===== config.mk =====
export PLATFORM = sky130hd
export DESIGN_NAME = midi_tx_arb_flat
export DESIGN_NICKNAME = d
export VERILOG_FILES = /design/src/rtl/midi_tx_arb_if.sv /design/src/rtl/midi_tx_arb.sv /design/src/flat_wrapper.sv
export SDC_FILE = /design/constraint.sdc
export NUM_CORES = 1
export LEC_CHECK = 0
export CAP_MARGIN = 20
export CORE_MARGIN = 10
export CORE_UTILIZATION = 35
export DETAILED_ROUTE_END_ITERATION = 8
export GPL_TIMING_DRIVEN = 0
export PLACE_DENSITY = 0.64
export SLEW_MARGIN = 0
export SYNTH_ARGS = -nofsm -noshare
export SYNTH_HDL_FRONTEND = slang
export SYNTH_SLANG_ARGS = --single-unit

===== constraint.sdc =====
create_clock -name clk -period 3.2 [get_ports clk]
set_clock_uncertainty 0.15 [all_clocks]
set_input_delay 0.96 -clock clk [delete_from_list [all_inputs] [get_ports clk]]
set_output_delay 0.96 -clock clk [all_outputs]
set_load 0.01 [all_outputs]

===== src/rtl/midi_tx_arb_if.sv =====
`default_nettype none
// ============================================================================
// Module   : midi_tx_arb_if
// Brief    : Byte-source handshake bundle between the per-input MIDI FIFOs
//            and the transmit arbiter.
// Revision : 1.0 - initial release
// ============================================================================
interface midi_tx_arb_if #(
    parameter int NCH = 4
);
    logic [8*NCH-1:0] src_data;
    logic [NCH-1:0]   src_rdy;
    logic [NCH-1:0]   src_rd;

    modport master (output src_data, output src_rdy, input src_rd);
    modport slave  (input src_data, input src_rdy, output src_rd);
endinterface
`default_nettype wire


===== src/rtl/midi_tx_arb.sv =====
`default_nettype none
// ============================================================================
// Module   : midi_tx_arb
// Brief    : Round-robin burst-locked merge of NCH MIDI byte sources into an
//            output FIFO, drained by an 8N1 serializer onto one MIDI OUT pin.
// Revision : 1.0 - initial release
// ============================================================================
module midi_tx_arb #(
    parameter int NCH          = 4,
    parameter int DEPTH        = 16,
    parameter int BURST        = 3,
    parameter int CLKS_PER_BIT = 32
) (
    input  logic                   clk,
    input  logic                   rst_n,
    midi_tx_arb_if.slave           src,
    output logic                   tx,
    output logic                   busy,
    output logic [$clog2(DEPTH):0] fifo_level
);
    localparam int c_ptr_w  = $clog2(NCH);
    localparam int c_addr_w = $clog2(DEPTH);
    localparam int c_baud_w = $clog2(CLKS_PER_BIT);
    localparam logic [c_addr_w:0]   c_depth    = (c_addr_w+1)'(DEPTH);
    localparam logic [c_addr_w:0]   c_depth_m1 = (c_addr_w+1)'(DEPTH - 1);
    localparam logic [c_baud_w-1:0] c_baud_end = c_baud_w'(CLKS_PER_BIT - 1);

    typedef enum logic [1:0] {ARB = 2'd0, READ = 2'd1, HOLD = 2'd2} arb_state_t;
    typedef enum logic [1:0] {IDLE = 2'd0, START = 2'd1, DATA = 2'd2, STOP = 2'd3} ser_state_t;

    arb_state_t          r_arb_state;
    logic [c_ptr_w-1:0]  r_rr_ptr;
    logic [c_ptr_w-1:0]  r_cur;
    logic [3:0]          r_burst_cnt;
    logic [NCH-1:0]      r_src_rd;

    ser_state_t          r_ser_state;
    logic [c_baud_w-1:0] r_baud;
    logic [2:0]          r_bit_cnt;
    logic [7:0]          r_shreg;
    logic                r_tx;
    logic                r_busy;

    logic [7:0]          r_mem [DEPTH];
    logic [c_addr_w-1:0] r_wr_ptr;
    logic [c_addr_w-1:0] r_rd_ptr;
    logic [c_addr_w:0]   r_level;

    logic                w_gnt_found;
    logic [c_ptr_w-1:0]  w_gnt_idx;
    int                  w_sum_i;
    logic [c_ptr_w-1:0]  w_cur_next;
    logic                w_full;
    logic                w_empty;
    logic                w_push;
    logic                w_pop;
    logic                w_bit_end;
    logic [c_addr_w:0]   w_level_next;
    logic                w_ser_active_next;
    logic [7:0]          w_push_data;

    // First requesting source at or after the round-robin pointer, wrapping.
    always_comb begin
        w_gnt_found = 1'b0;
        w_gnt_idx   = '0;
        w_sum_i     = 0;
        for (int k = 0; k < NCH; k++) begin
            w_sum_i = int'(r_rr_ptr) + k;
            if (w_sum_i >= NCH) w_sum_i = w_sum_i - NCH;
            if (!w_gnt_found && src.src_rdy[c_ptr_w'(w_sum_i)]) begin
                w_gnt_found = 1'b1;
                w_gnt_idx   = c_ptr_w'(w_sum_i);
            end
        end
    end

    assign w_cur_next  = (r_cur == c_ptr_w'(NCH - 1)) ? '0 : r_cur + 1'b1;
    // A READ in progress already owns one slot that has not landed yet.
    assign w_full      = (r_arb_state == READ) ? (r_level >= c_depth_m1) : (r_level >= c_depth);
    assign w_empty     = (r_level == '0);
    assign w_push      = (r_arb_state == READ);
    assign w_push_data = src.src_data[{r_cur, 3'b000} +: 8];
    assign w_bit_end   = (r_baud == c_baud_end);
    assign w_pop       = !w_empty && ((r_ser_state == IDLE) || (r_ser_state == STOP && w_bit_end));

    always_comb begin
        w_level_next = r_level;
        if (w_push && !w_pop)      w_level_next = r_level + 1'b1;
        else if (!w_push && w_pop) w_level_next = r_level - 1'b1;
    end

    assign w_ser_active_next = (r_ser_state == IDLE) ? w_pop
                                                     : !(r_ser_state == STOP && w_bit_end && !w_pop);

    always_ff @(posedge clk or negedge rst_n) begin
        if (!rst_n) begin
            r_arb_state <= ARB;
            r_rr_ptr    <= '0;
            r_cur       <= '0;
            r_burst_cnt <= '0;
            r_src_rd    <= '0;
        end else begin
            r_src_rd <= '0;
            case (r_arb_state)
                ARB: begin
                    if (w_gnt_found && !w_full) begin
                        r_cur       <= w_gnt_idx;
                        r_burst_cnt <= 4'd1;
                        r_src_rd    <= NCH'(1) << w_gnt_idx;
                        r_arb_state <= READ;
                    end
                end
                READ: r_arb_state <= HOLD;
                HOLD: begin
                    if (src.src_rdy[r_cur] && (r_burst_cnt < 4'(BURST)) && !w_full) begin
                        r_burst_cnt <= r_burst_cnt + 4'd1;
                        r_src_rd    <= NCH'(1) << r_cur;
                        r_arb_state <= READ;
                    end else begin
                        r_rr_ptr    <= w_cur_next;
                        r_arb_state <= ARB;
                    end
                end
                default: r_arb_state <= ARB;
            endcase
        end
    end

    always_ff @(posedge clk) begin
        if (w_push) r_mem[r_wr_ptr] <= w_push_data;
    end

    always_ff @(posedge clk or negedge rst_n) begin
        if (!rst_n) begin
            r_wr_ptr <= '0;
            r_rd_ptr <= '0;
            r_level  <= '0;
            r_busy   <= 1'b0;
        end else begin
            if (w_push) r_wr_ptr <= r_wr_ptr + 1'b1;
            if (w_pop)  r_rd_ptr <= r_rd_ptr + 1'b1;
            r_level <= w_level_next;
            r_busy  <= (w_level_next != '0) || w_ser_active_next;
        end
    end

    // tx is registered, so each state's line level is loaded on the edge entering it.
    always_ff @(posedge clk or negedge rst_n) begin
        if (!rst_n) begin
            r_ser_state <= IDLE;
            r_baud      <= '0;
            r_bit_cnt   <= '0;
            r_shreg     <= '0;
            r_tx        <= 1'b1;
        end else begin
            case (r_ser_state)
                IDLE: begin
                    r_baud <= '0;
                    if (w_pop) begin
                        r_shreg     <= r_mem[r_rd_ptr];
                        r_tx        <= 1'b0;
                        r_ser_state <= START;
                    end
                end
                START: begin
                    if (w_bit_end) begin
                        r_baud      <= '0;
                        r_bit_cnt   <= '0;
                        r_tx        <= r_shreg[0];
                        r_ser_state <= DATA;
                    end else begin
                        r_baud <= r_baud + 1'b1;
                    end
                end
                DATA: begin
                    if (w_bit_end) begin
                        r_baud <= '0;
                        if (r_bit_cnt == 3'd7) begin
                            r_tx        <= 1'b1;
                            r_ser_state <= STOP;
                        end else begin
                            r_bit_cnt <= r_bit_cnt + 3'd1;
                            r_tx      <= r_shreg[r_bit_cnt + 3'd1];
                        end
                    end else begin
                        r_baud <= r_baud + 1'b1;
                    end
                end
                STOP: begin
                    if (w_bit_end) begin
                        r_baud <= '0;
                        if (w_pop) begin
                            r_shreg     <= r_mem[r_rd_ptr];
                            r_tx        <= 1'b0;
                            r_ser_state <= START;
                        end else begin
                            r_ser_state <= IDLE;
                        end
                    end else begin
                        r_baud <= r_baud + 1'b1;
                    end
                end
                default: r_ser_state <= IDLE;
            endcase
        end
    end

    assign src.src_rd = r_src_rd;
    assign tx         = r_tx;
    assign busy       = r_busy;
    assign fifo_level = r_level;
endmodule
`default_nettype wire


===== src/flat_wrapper.sv =====
// flat-port wrapper written by rule: the top's interface ports become plain ports
module midi_tx_arb_flat 
#(
    parameter int NCH          = 4,
    parameter int DEPTH        = 16,
    parameter int BURST        = 3,
    parameter int CLKS_PER_BIT = 32
)
  (clk, rst_n, tx, busy, fifo_level, src_src_data, src_src_rdy, src_src_rd);
  midi_tx_arb_if #(.NCH(NCH)) src_i ();
  input  logic clk;
  input  logic rst_n;
  output logic tx;
  output logic busy;
  output logic [$clog2(DEPTH):0] fifo_level;
  input wire logic [$bits(src_i.src_data)-1:0] src_src_data;
  input wire logic [$bits(src_i.src_rdy)-1:0] src_src_rdy;
  output wire logic [$bits(src_i.src_rd)-1:0] src_src_rd;
  assign src_i.src_data = src_src_data;
  assign src_i.src_rdy = src_src_rdy;
  assign src_src_rd = src_i.src_rd;
  midi_tx_arb #(.NCH(NCH), .DEPTH(DEPTH), .BURST(BURST), .CLKS_PER_BIT(CLKS_PER_BIT)) u_core (.clk(clk), .rst_n(rst_n), .src(src_i), .tx(tx), .busy(busy), .fifo_level(fifo_level));
endmodule

# Word level (Yosys, flattened, before mapping)
# Memories as Yosys holds them, arrays and structs flattened.
# Index checks and enable logic that the tools add are counted.
totals:
  inputBits: 38
  out_inout_bits: 11
  ramBits: 128
  wordCells: 165
  ff_bits: 47
  n_memories: 1
classes:
  add_sub_neg: 15
  bitwise_logic: 1
  shifts: 3
  n_eq_ne: 16
  n_lt_le_gt_ge: 13
  n_reduce_logical: 36
  mux: 66
mem_list:
  columns: ["name", "words", "word_bits", "read_ports", "rd_clocked_by_memory_dff", "wr", "line", "rtl"]
  rows:
  - ["u_core.r_mem", 16, 8, 1, 0, 1, "midi_tx_arb.sv:44", "logic [7:0] r_mem [DEPTH];"]
op_table:
  columns: ["cell", "n"]
  rows:
  - ["$shiftx A32 B6 Y8", 1]
  - ["$mux W2", 15]
  - ["$mux W1", 25]
  - ["$lt A2 B4 Y1 const B", 4]
  - ["$mux W4", 4]
  - ["$mux W8", 2]
  - ["$pmux W4 S2", 2]
  - ["$pmux W8 S2", 1]
  - ["$mux W5", 3]
  - ["$ne A2 B1 Y1 const B", 7]
  - ["$add A4 B1 Y4 const B", 3]
  - ["$logic_and A1 B1 Y1", 11]
  - ["$add A5 B1 Y5 const B", 2]
  - ["$bmux W1 S2", 5]
  - ["$pmux W5 S2", 1]
  - ["$ge A3 B3 Y1 const B", 3]
  - ["$mux W3", 3]
  - ["$eq A2 B2 Y1 const B", 4]
  - ["$logic_not A1 Y1", 8]
  - ["$pmux W2 S4", 1]
  - ["$shl A1 B2 Y4 const A", 2]
  - ["$sub A2 B1 Y2 const B", 4]
  - ["$add A2 B2 Y3 const B", 2]
  - ["$pmux W2 S3", 1]
  - ["28 further kinds", 36]

# Longest topological paths before layout
# Gate-level depths: netlist of the first run.
depth:
  word_depth: 18
  mapped_depth: 10
  ltp_nobuf: 8

# Worst setup path after synthesis of the first run
# Ideal clock, no wire load.
synth_timing:
  kind: "register to register"
  start: "register u_core.r_baud[0]"
  end: "register u_core.r_ser_state[0]"
  t_arrival_ns: 2.104
  setup_ns: 0.133
  path_slack_ns: 0.814
  stages_incl_launch_ff: 10
  n_path_buf: 2
  synth_period_minus_slack_ns: 2.386
  t_required_ns: 2.917
  path_cell_list: "dfrtp_1 -> ha_1 -> and3_1 -> ha_1 -> buf_2 -> a21oi_1 -> nor2_1 -> buf_2 -> a2111oi_2 -> a21oi_1"
synth_between:
  elab_chain_cells: 7
  elab_cells_between_ends: 12
  classes_between: "eq/ne (5); mux (3); reduce/logical (4)"
synth_rtl:
  columns: ["item", "line", "rtl"]
  rows:
  - ["start, declared", "midi_tx_arb.sv:38", "logic [c_baud_w-1:0] r_baud;"]
  - ["start signal, assigned", "midi_tx_arb.sv:172", "r_baud <= r_baud + 1'b1;"]
  - ["start signal, assigned", "midi_tx_arb.sv:186", "r_baud <= r_baud + 1'b1;"]
  - ["start signal, assigned", "midi_tx_arb.sv:200", "r_baud <= r_baud + 1'b1;"]
  - ["$eq A5 B5 Y1 (*)", "midi_tx_arb.sv:83", "assign w_bit_end = (r_baud == c_baud_end);"]
  - ["$logic_and A1 B1 Y1", "midi_tx_arb.sv:84", "assign w_pop = !w_empty && ((r_ser_state == IDLE) || (r_ser_state == STOP && w_bit_end));"]
  - ["$logic_or A1 B1 Y1", "midi_tx_arb.sv:84", null]
  - ["$logic_and A1 B1 Y1", "midi_tx_arb.sv:84", null]
  - ["$mux W1", "midi_tx_arb.sv:192", "if (w_pop) begin"]
  - ["$mux W2", "midi_tx_arb.sv:190", "if (w_bit_end) begin"]
  - ["$pmux W2 S4", "midi_tx_arb.sv:156", "case (r_ser_state)"]
  - ["end signal, assigned", "midi_tx_arb.sv:162", "r_ser_state <= START;"]
  - ["end signal, assigned", "midi_tx_arb.sv:195", "r_ser_state <= START;"]
  - ["end signal, assigned", "midi_tx_arb.sv:197", "r_ser_state <= IDLE;"]
  - ["end, declared", "midi_tx_arb.sv:37", "ser_state_t r_ser_state;"]
# Mark *: on every way between the ends. The rest lies on a longest branch, timed or not. The select of a mux whose other input is x is not followed.
# A chain may end at the register's enable or synchronous reset.

# Worst setup path after layout of the first run
layout_timing:
  start: "register u_core.r_level[0], in the netlist u_core.fifo_level[0]"
  end: "output port fifo_level[0]"
layout_lines:
  columns: ["item", "line", "rtl"]
  rows:
  - ["start, declared", "midi_tx_arb.sv:47", "logic [c_addr_w:0] r_level;"]
  - ["start signal, assigned", "midi_tx_arb.sv:142", "r_level <= w_level_next;"]
  - ["end, declared", "flat_wrapper.sv:15", "output logic [$clog2(DEPTH):0] fifo_level;"]
# No word-level cell between the ends.

==> results.yml, run 1 <==
run_status:
  status: "completed"
cells_and_area:
  fin_area_mm2: 0.00921
  drive_above_1_share_pct: 19.9
  area_growth_pct: 17.9
  antenna_cells: 0
  layout_common_cells: "128 x edfxtp_1, 47 x clkdlybuf4s50_1, 46 x dfrtp_1, 37 x mux4_2, 23 x ha_1"
  layout.nets: 592
  final_common_cell: "edfxtp_1"
  final_util_pct: 42.1
critical_path:
  cp_data_arrival_time_ns: 1.56
  start_kind: "register"
  required_ns: 2.09
  setup.worst_path.end_class: "output pin"
  cpMaxStageDelayCell: "clkdlybuf4s50_1"
  criticalPathCategory: "reg2out"
  slowest_delay_ns: 0.61
  cp_max_fo: 5
  path_cells: "clkdlybuf4s50_1"
  cp_top_family: "buffers and inverters"
  crit_buf_inv: 1
synth:
  synth-async-reset-ratio_pct: 26.9
  yosys_register_bits: 175
  synth_top_flop_cell: "edfxtp_1"
  ys_warn_count: 0
  postSynthCellCount: 463
  synthesis.nets: 524
  syn_area_per_cell_um2: 16.9
  yosysSeqAreaShare_pct: 64.3
  yosysUniqueCellTypes: 59
  synth_edf_count: 128
  synth.cell_area_mm2: 0.00781
global_route:
  gr-total-overflow: 0
  grt_pass1_wl_um: 25800
  antenna_found_initial: 0
  first_global_vias: 4526
  grt_max_degree: 29
  use_met3_pct: 3.40
  met1_usage_pct: 14.9
  top_usage_layer: "met2"
  grt_use_met2_pct: 18.3
  grt_usage_pct: 11.7
detailed_routing:
  drcViolationCount: 0
  vias: 4267
  first_iter_violations: 421
  wl_per_cell_um: 19.5
  drtAntennaViolNets: 0
  viasPerCell: 5.18
  routed_wirelength_um: 16000
  drtPass1Iterations: 4
sta:
  worst_pin_slew_ns: 0.699
  rsz0062_at_grt: "false"
  slew_viol_final: 0
  setup_viol: 0
  fin_crit_sh_pct: 83.5
  setup_tns_ns: 0
  hold_viol_final: 0
  setup_slack_ns: 0.529
  timing.slew.headroom_pct: 53.4
  period_minus_slack_ns: 2.67
  clock.fmax_mhz: 374
place:
  dp_slack_ns: 0.182
  dpl_cell_area_mm2: 0.00866
  finalWeightedCongestion: 0.822
  portBuffers: 48
  dpl.hpwl_um: 11400
clocking:
  path_clk_slew_ns: 0.06
  cts_root_buf: "clkbuf_16"
  clk_path_buf_depth: 2
  post_cts_buffers: 0
  cts_hold_buf: 0
  postCtsResizedCells: 0
  clkSinkCount: 175
  cts_buffers: 17
  htree_levels: 4
  clock_latency_ns: 0.43
  cts_tree: "built"
power_and_ir_drop:
  internal_power_mw: 5.60
  ir_worst_vdd_v: 0.000381
  p_seq_share_pct: 39.8
  p_leak_nw: 3.33
  cellPowerDensity_mw_per_mm2: 907
  p_comb_share_pct: 37.3
  p_sw_mw: 2.76
  clock_power_share_pct: 22.9
  fin_total_pwr_mw: 8.35
  swShare_pct: 33.0
min_path:
  holdCritPathClass: "reg2reg"
die:
  io_pins: 49
  initial_utilization_pct: 35.7
  core.rowCount: 54
  dieArea_mm2: 0.0287
  die_w_um: 169
  coreArea_mm2: 0.0219
  die_h_um: 169
flow_run:
  maxCapViolations: 0
## layer usage
metal  share of wire [%]  up-vias
met4                 1.5        0
li1                    -     1947
met2                  48       96
met1                  45     2210
met5                   0        -
met3                 4.7       14
## cell usage after synthesis, drive strengths merged, types with 2 or more instances
cell type  number  share of area [%]
o21ai          12               0.77
o22ai           2               0.16
dfrtp          46                 15
edfxtp        128                 49
mux2           13                2.1
mux4           43                 13
and2           19                1.5
nand2          17               0.82
a21o            3               0.29
buf            17                1.6
ha             23                3.7
mux2i           8                1.0
nor4            2               0.16
o31ai           2               0.19
inv            17               0.82
a21oi          16                1.0
a211oi         10                1.4
nor2           14               0.67
clkbuf          4               0.19
nand3           4               0.26
nand2b          2               0.16
a22o            7               0.79
xor2            3               0.34
nor2b           9               0.82
nor3b           2               0.19
xnor2           8               0.90
nor3            8               0.51
a221oi          2               0.22
and3            4               0.32
## power by group through the flow
stage               Clock [mW]  Combinational (mW)  Sequential (mW)
floorplan                    0                2.24             3.31
global placement             0                3.03             3.34
detailed placement           0                3.13             3.37
CTS                       1.95                3.15             3.33
global route              2.03                3.43             3.38
finish                    1.91                3.12             3.33
## metrics by stage
stage / cells / hold slack (ns)
after floorplan: 463 / 0.293
after global placement: 791 / 0.309
after CTS: 824 / 0.327
final: 824 / 0.335
after detailed placement: 792 / 0.321
after global routing: 824 / 0.358
## registers in the layout, indices dropped and copies added, names as in the netlist, 3 cells and up
name / cells
u_core.r_mem: 128
u_core.r_shreg: 8
u_core.r_rd_ptr: 4
u_core.r_burst_cnt: 4
u_core.src.src_rd: 4
u_core.r_baud: 5
u_core.r_bit_cnt: 3
u_core.fifo_level: 5
u_core.r_wr_ptr: 4
## final cells by class
class                   count  area (um^2)
inverters                  17         63.8
clock inverters             7         35.0
clock buffers              25          515
flip-flops and latches    175         5020
fillers                  1959        12700
repair buffers             49          495
plain buffers              21          141
multi-input cells         250         2580
well taps                 280          350
## final timing paths
path	cells past startpoint	endpoint	slack, ns	startpoint
max reg2reg	9	u_core.r_ser_state[0]	0.55	u_core.r_baud[0]
max in group asynchronous	2	u_core.r_wr_ptr[2]	2.05	rst_n
min reg2reg	1	u_core.r_baud[0]	0.33	u_core.r_baud[0]
min in group asynchronous	1	u_core.r_baud[3]	0.34	rst_n
max	1	fifo_level[0]	0.53	u_core.fifo_level[0]
min	1	u_core.r_baud[0]	0.33	u_core.r_baud[0]
## cells by family (layout without fill, tap and decap cells)
kind of cell	after synthesis	in the layout	synth area share (%)
compound gates	64	64	6.04
xor+xnor	11	11	1.23
buf+inv	38	119	2.63
fa+ha+maj	23	23	3.68
mux	64	64	15.8
flops	175	175	64.3
simple gates	88	88	6.34
Note: power is estimated with default switching activity, not from simulation.
==> run 2: changes to the inputs <==
Settings changed: PLACE_DENSITY 0.64 to 0.66.
Clock period 3.2 ns to 2.2 ns, I/O delays scaled along.
==> results.yml, run 2 (synthesis results as in run 1) <==
die:
  die_h_um: 169
  coreArea_mm2: 0.0219
  dieArea_mm2: 0.0287
  die_w_um: 169
  initial_utilization_pct: 35.7
  io_pins: 49
  core.rowCount: 54
sta:
  fin_crit_sh_pct: 98.3
  setup_viol: 0
  setup_slack_ns: 0.0370
  worst_pin_slew_ns: 0.779
  hold_viol_final: 0
  rsz0062_at_grt: "true"
  timing.slew.headroom_pct: 48.1
  slew_viol_final: 0
  hold_ws_ns: 0.0846
  period_minus_slack_ns: 2.16
  clock.fmax_mhz: 462
cells_and_area:
  final_util_pct: 43.4
  largest_reg_flops: 128
  area_growth_pct: 21.7
  layout.nets: 600
  layout_common_cells: "128 x edfxtp_1, 39 x clkdlybuf4s50_1, 39 x dfrtp_1, 38 x mux4_2, 20 x ha_1"
  drive_above_1_share_pct: 29.3
  finalNonFillerCells: 832
  top_register: "u_core.r_mem"
  final_common_cell: "edfxtp_1"
  antenna_cells: 0
  top_regs: "u_core.r_mem (128), u_core.r_shreg (8)"
  fin_area_mm2: 0.00951
clocking:
  path_clk_slew_ns: 0.07
  cts_buffers: 17
  htree_levels: 4
  cts_tree: "built"
  cts_hold_buf: 0
  clk_path_buf_depth: 2
  clock_latency_ns: 0.43
  cts_root_buf: "clkbuf_16"
  clkSinkCount: 175
critical_path:
  criticalPathCategory: "reg2reg"
  required_ns: 2.36
  reg2reg_slack_ns: 0.04
  cp_data_arrival_time_ns: 2.32
  start_kind: "register"
  rr_endpoint: "u_core.r_shreg[4]"
  endpoint: "u_core.r_shreg[4]"
  r2r-start: "u_core.r_rd_ptr[1]"
  setup.worst_path.end_class: "register"
  cp_max_fo: 5
  startpoint: "u_core.r_rd_ptr[1]"
  reg2regPathDepth: 6
global_route:
  first_global_vias: 4589
  grt_usage_pct: 11.8
  antenna_found_initial: 0
  gr-total-overflow: 0
  grt_max_degree: 25
  grt_pass1_wl_um: 26000
detailed_routing:
  viasPerCell: 5.25
  drtAntennaViolNets: 0
  first_iter_violations: 343
  drcViolationCount: 0
  drtPass1Iterations: 5
  vias: 4364
  wl_per_cell_um: 20.1
  routed_wirelength_um: 16700
place:
  portBuffers: 48
  dpl.hpwl_um: 11500
  finalWeightedCongestion: 0.838
  dp_slack_ns: -0.512
  place_inst: 792
  dpl_cell_area_mm2: 0.00868
run_status:
  status: "completed"
power_and_ir_drop:
  ir_worst_vdd_v: 0.000788
  p_leak_nw: 3.42
  cellPowerDensity_mw_per_mm2: 1340
min_path:
  holdCritPathClass: "in2async"
flow_run:
  maxCapViolations: 0
[run 2: cell types whose count changed in the layout (fill, tap and decap cells not counted), sizes merged]
cell           before  now
dlygate4sd2         0    8
clkdlybuf4s50      47   39
clkinv              7    3
buf                19   24
inv                17   25
clkinvlp            0    2
clkbuf             29   26
[run 2: cell type report]
class,instances,area [um^2]
clock buffer,19,433
fill,1947,12400
clock inverter,13,121
timing repair buffer,58,591
buffer,20,178
tap,280,350
sequential,175,5030
inverter,17,63.8
multi-input combinational,250,2740
[run 2: worst min path at each step]
stage,from,to,slack (ns)
floorplan,rst_n,u_core.busy,0.21
global placement,u_core.r_baud[0],u_core.r_baud[0],0.31
detailed placement,u_core.r_burst_cnt[2],u_core.r_burst_cnt[2],0.32
CTS,rst_n,u_core.r_bit_cnt[1],0.09
global route,rst_n,u_core.r_bit_cnt[1],0.12
finish,rst_n,u_core.r_bit_cnt[1],0.08
[run 2: repair_timing]
item,CTS,global route
gates resized for setup,40,39
endpoints found under the setup margin,108,116
gates cloned,0,1
pin swaps,3,7
hold endpoints to repair,0,0
setup buffers,7,1
[run 2: metrics by stage]
| step | TNS [ns] | total power [mW] |
|---|---|---|
| 4_1_cts | -2.18 | 12.5 |
| 5_1_grt | -0.0266 | 13.4 |
| 3_3_place_gp | -59.61 | 9.29 |
| 2_1_floorplan | 0 | 8.09 |
| 6_report | 0 | 12.8 |
| 3_5_place_dp | -19.99 | 9.48 |
[run 2: power by group]
part | internal (mW) | switching (mW)
Clock | 1.50 | 1.35
Combinational | 2.37 | 2.67
Sequential | 4.47 | 0.394
[run 2: critical path, stage by stage (launching register included)]
cell and delay, ns:
dfrtp_2 0.45, clkbuf_16 0.18, mux4_2 0.50, nor2b_2 0.18, a211oi_4 0.26, a21oi_2 0.07
mux2_4 0.26
[run 2: per-layer routing]
metal  global-route usage, %  routed length (um)  vias to the layer above
met1                    14.8                7040                     2291
met4                    4.05                 187                        0
met3                    3.22                 863                       13
met5                       0                   0                        -
li1                        -                   -                     1958
met2                    19.3                8630                      102
==> run 3: changes to the inputs <==
Settings changed: SKIP_CTS_REPAIR_TIMING set to 1.
==> results.yml, run 3 (synthesis results as in run 1) <==
run_status:
  status: "finished, violations left"
  violations: "negative setup slack"
global_route:
  grt_usage_pct: 11.7
  antenna_found_initial: 0
  gr-total-overflow: 0
  grt_pass1_wl_um: 25800
  first_global_vias: 4544
  grt_max_degree: 25
cells_and_area:
  finalNonFillerCells: 838
  antenna_cells: 0
  n_fill_cell: 1949
  area_growth_pct: 22.7
  final_util_pct: 43.8
  top_register: "u_core.r_mem"
  top_regs: "u_core.r_mem (128), u_core.r_shreg (8)"
  final_common_cell: "edfxtp_1"
  drive_above_1_share_pct: 29.4
  layout.nets: 606
  layout_common_cells: "128 x edfxtp_1, 39 x clkdlybuf4s50_1, 39 x dfrtp_1, 37 x mux4_2, 21 x ha_1"
  largest_reg_flops: 128
sta:
  period_minus_slack_ns: 2.22
  worst_pin_slew_ns: 0.675
  fin_crit_sh_pct: 101
  timing.slew.headroom_pct: 55.0
  hold_ws_ns: 0.0833
  clock.fmax_mhz: 451
  setup_viol: 8
  setup_slack_ns: -0.0186
  hold_viol_final: 0
  rsz0062_at_grt: "true"
  slew_viol_final: 0
critical_path:
  path_cells: "ha_2 -> and3_4 -> ha_4 -> buf_6 -> a21oi_4 -> buf_6 -> a211oi_4 -> buf_12 -> mux2_4"
  criticalPathCategory: "reg2reg"
  r2r-start: "u_core.r_baud[1]"
  cp_max_fo: 8
  startpoint: "u_core.r_baud[1]"
  required_ns: 2.36
  start_kind: "register"
  setup.worst_path.end_class: "register"
  slowest_delay_ns: 0.37
  critPathMostFrequentCell: "buf_6"
  reg2reg_slack_ns: -0.02
  cpMaxStageDelayCell: "dfrtp_1"
  cp_data_arrival_time_ns: 2.38
die:
  coreArea_mm2: 0.0219
  die_h_um: 169
  initial_utilization_pct: 35.7
  core.rowCount: 54
  io_pins: 49
  dieArea_mm2: 0.0287
  die_w_um: 169
detailed_routing:
  routed_wirelength_um: 17000
  viasPerCell: 5.29
  drtAntennaViolNets: 0
  vias: 4437
  first_iter_violations: 375
  wl_per_cell_um: 20.3
  drcViolationCount: 0
  drtPass1Iterations: 5
flow_run:
  maxCapViolations: 0
place:
  dpl.hpwl_um: 11500
  portBuffers: 48
  place_inst: 792
  finalWeightedCongestion: 0.838
clocking:
  path_clk_slew_ns: 0.07
  cts_buffers: 17
  htree_levels: 4
  clkSinkCount: 175
  cts_tree: "built"
  cts_root_buf: "clkbuf_16"
  clock_latency_ns: 0.43
  clk_path_buf_depth: 2
power_and_ir_drop:
  cellPowerDensity_mw_per_mm2: 1340
  ir_worst_vdd_v: 0.000788
  p_comb_share_pct: 40.1
  p_sw_mw: 4.44
  internal_power_mw: 8.42
  p_seq_share_pct: 37.7
  swShare_pct: 34.5
  p_leak_nw: 3.54
  clock_power_share_pct: 22.2
min_path:
  holdCritPathClass: "in2async"
## run 3: final cells by class
cell class / count / area (um^2) / area share, %
inverters: 17 / 63.8 / 0.666
plain buffers: 21 / 180 / 1.88
flip-flops and latches: 175 / 5030 / 52.5
clock inverters: 13 / 121 / 1.27
clock buffers: 19 / 433 / 4.52
well taps: 280 / 350 / 3.65
multi-input cells: 250 / 2750 / 28.7
repair buffers: 63 / 659 / 6.88
## run 3: through the flow
step | cell area (um^2) | TNS [ns] | worst slack [ns] | total power [mW]
detailed placement | 8680 | -19.99 | -0.512 | 9.48
finish | 9590 | -0.118 | -0.0186 | 12.9
CTS | 9230 | -16.46 | -0.270 | 12.3
global placement | 8660 | -59.61 | -0.973 | 9.29
floorplan | 7830 | 0 | 0.00836 | 8.09
global route | 9590 | -0.863 | -0.0980 | 13.5
## run 3: final timing paths
path / to / cells after the start
max in group asynchronous: u_core.tx / 2
hold / removal: u_core.r_shreg[0] / 1
hold reg to reg: u_core.r_burst_cnt[2] / 1
min in group clk: u_core.r_burst_cnt[2] / 1
setup / recovery: u_core.r_shreg[1] / 9
setup reg to reg: u_core.r_shreg[1] / 9
## run 3: layer usage
layer  routed length, um  GRT usage, %  vias up
li1                    -             -     1980
met1                7260          14.7     2331
met2                8640          19.2      104
met3                 799          3.13       22
met4                 279          3.79        0
met5                   0             0        -
## run 3: critical path: cells and delay by family (launching register included)
| family | cells | cell delay, ns |
|---|---|---|
| multiplexers | 1 | 0.29 |
| flip-flops | 1 | 0.37 |
| buffers and inverters | 3 | 0.45 |
| AND/OR/NAND/NOR | 1 | 0.19 |
| adder cells (fa/ha/maj) | 2 | 0.32 |
| AO/OA/AOI/OAI | 2 | 0.33 |
## run 3: power by group through the flow
stage	Combinational, mW	Clock (mW)	Sequential [mW]
final	5.16	2.85	4.85
after global routing	5.60	3.03	4.91
after CTS	4.60	2.89	4.84
after detailed placement	4.58	0	4.90
after global placement	4.43	0	4.87
after floorplan	3.28	0	4.81
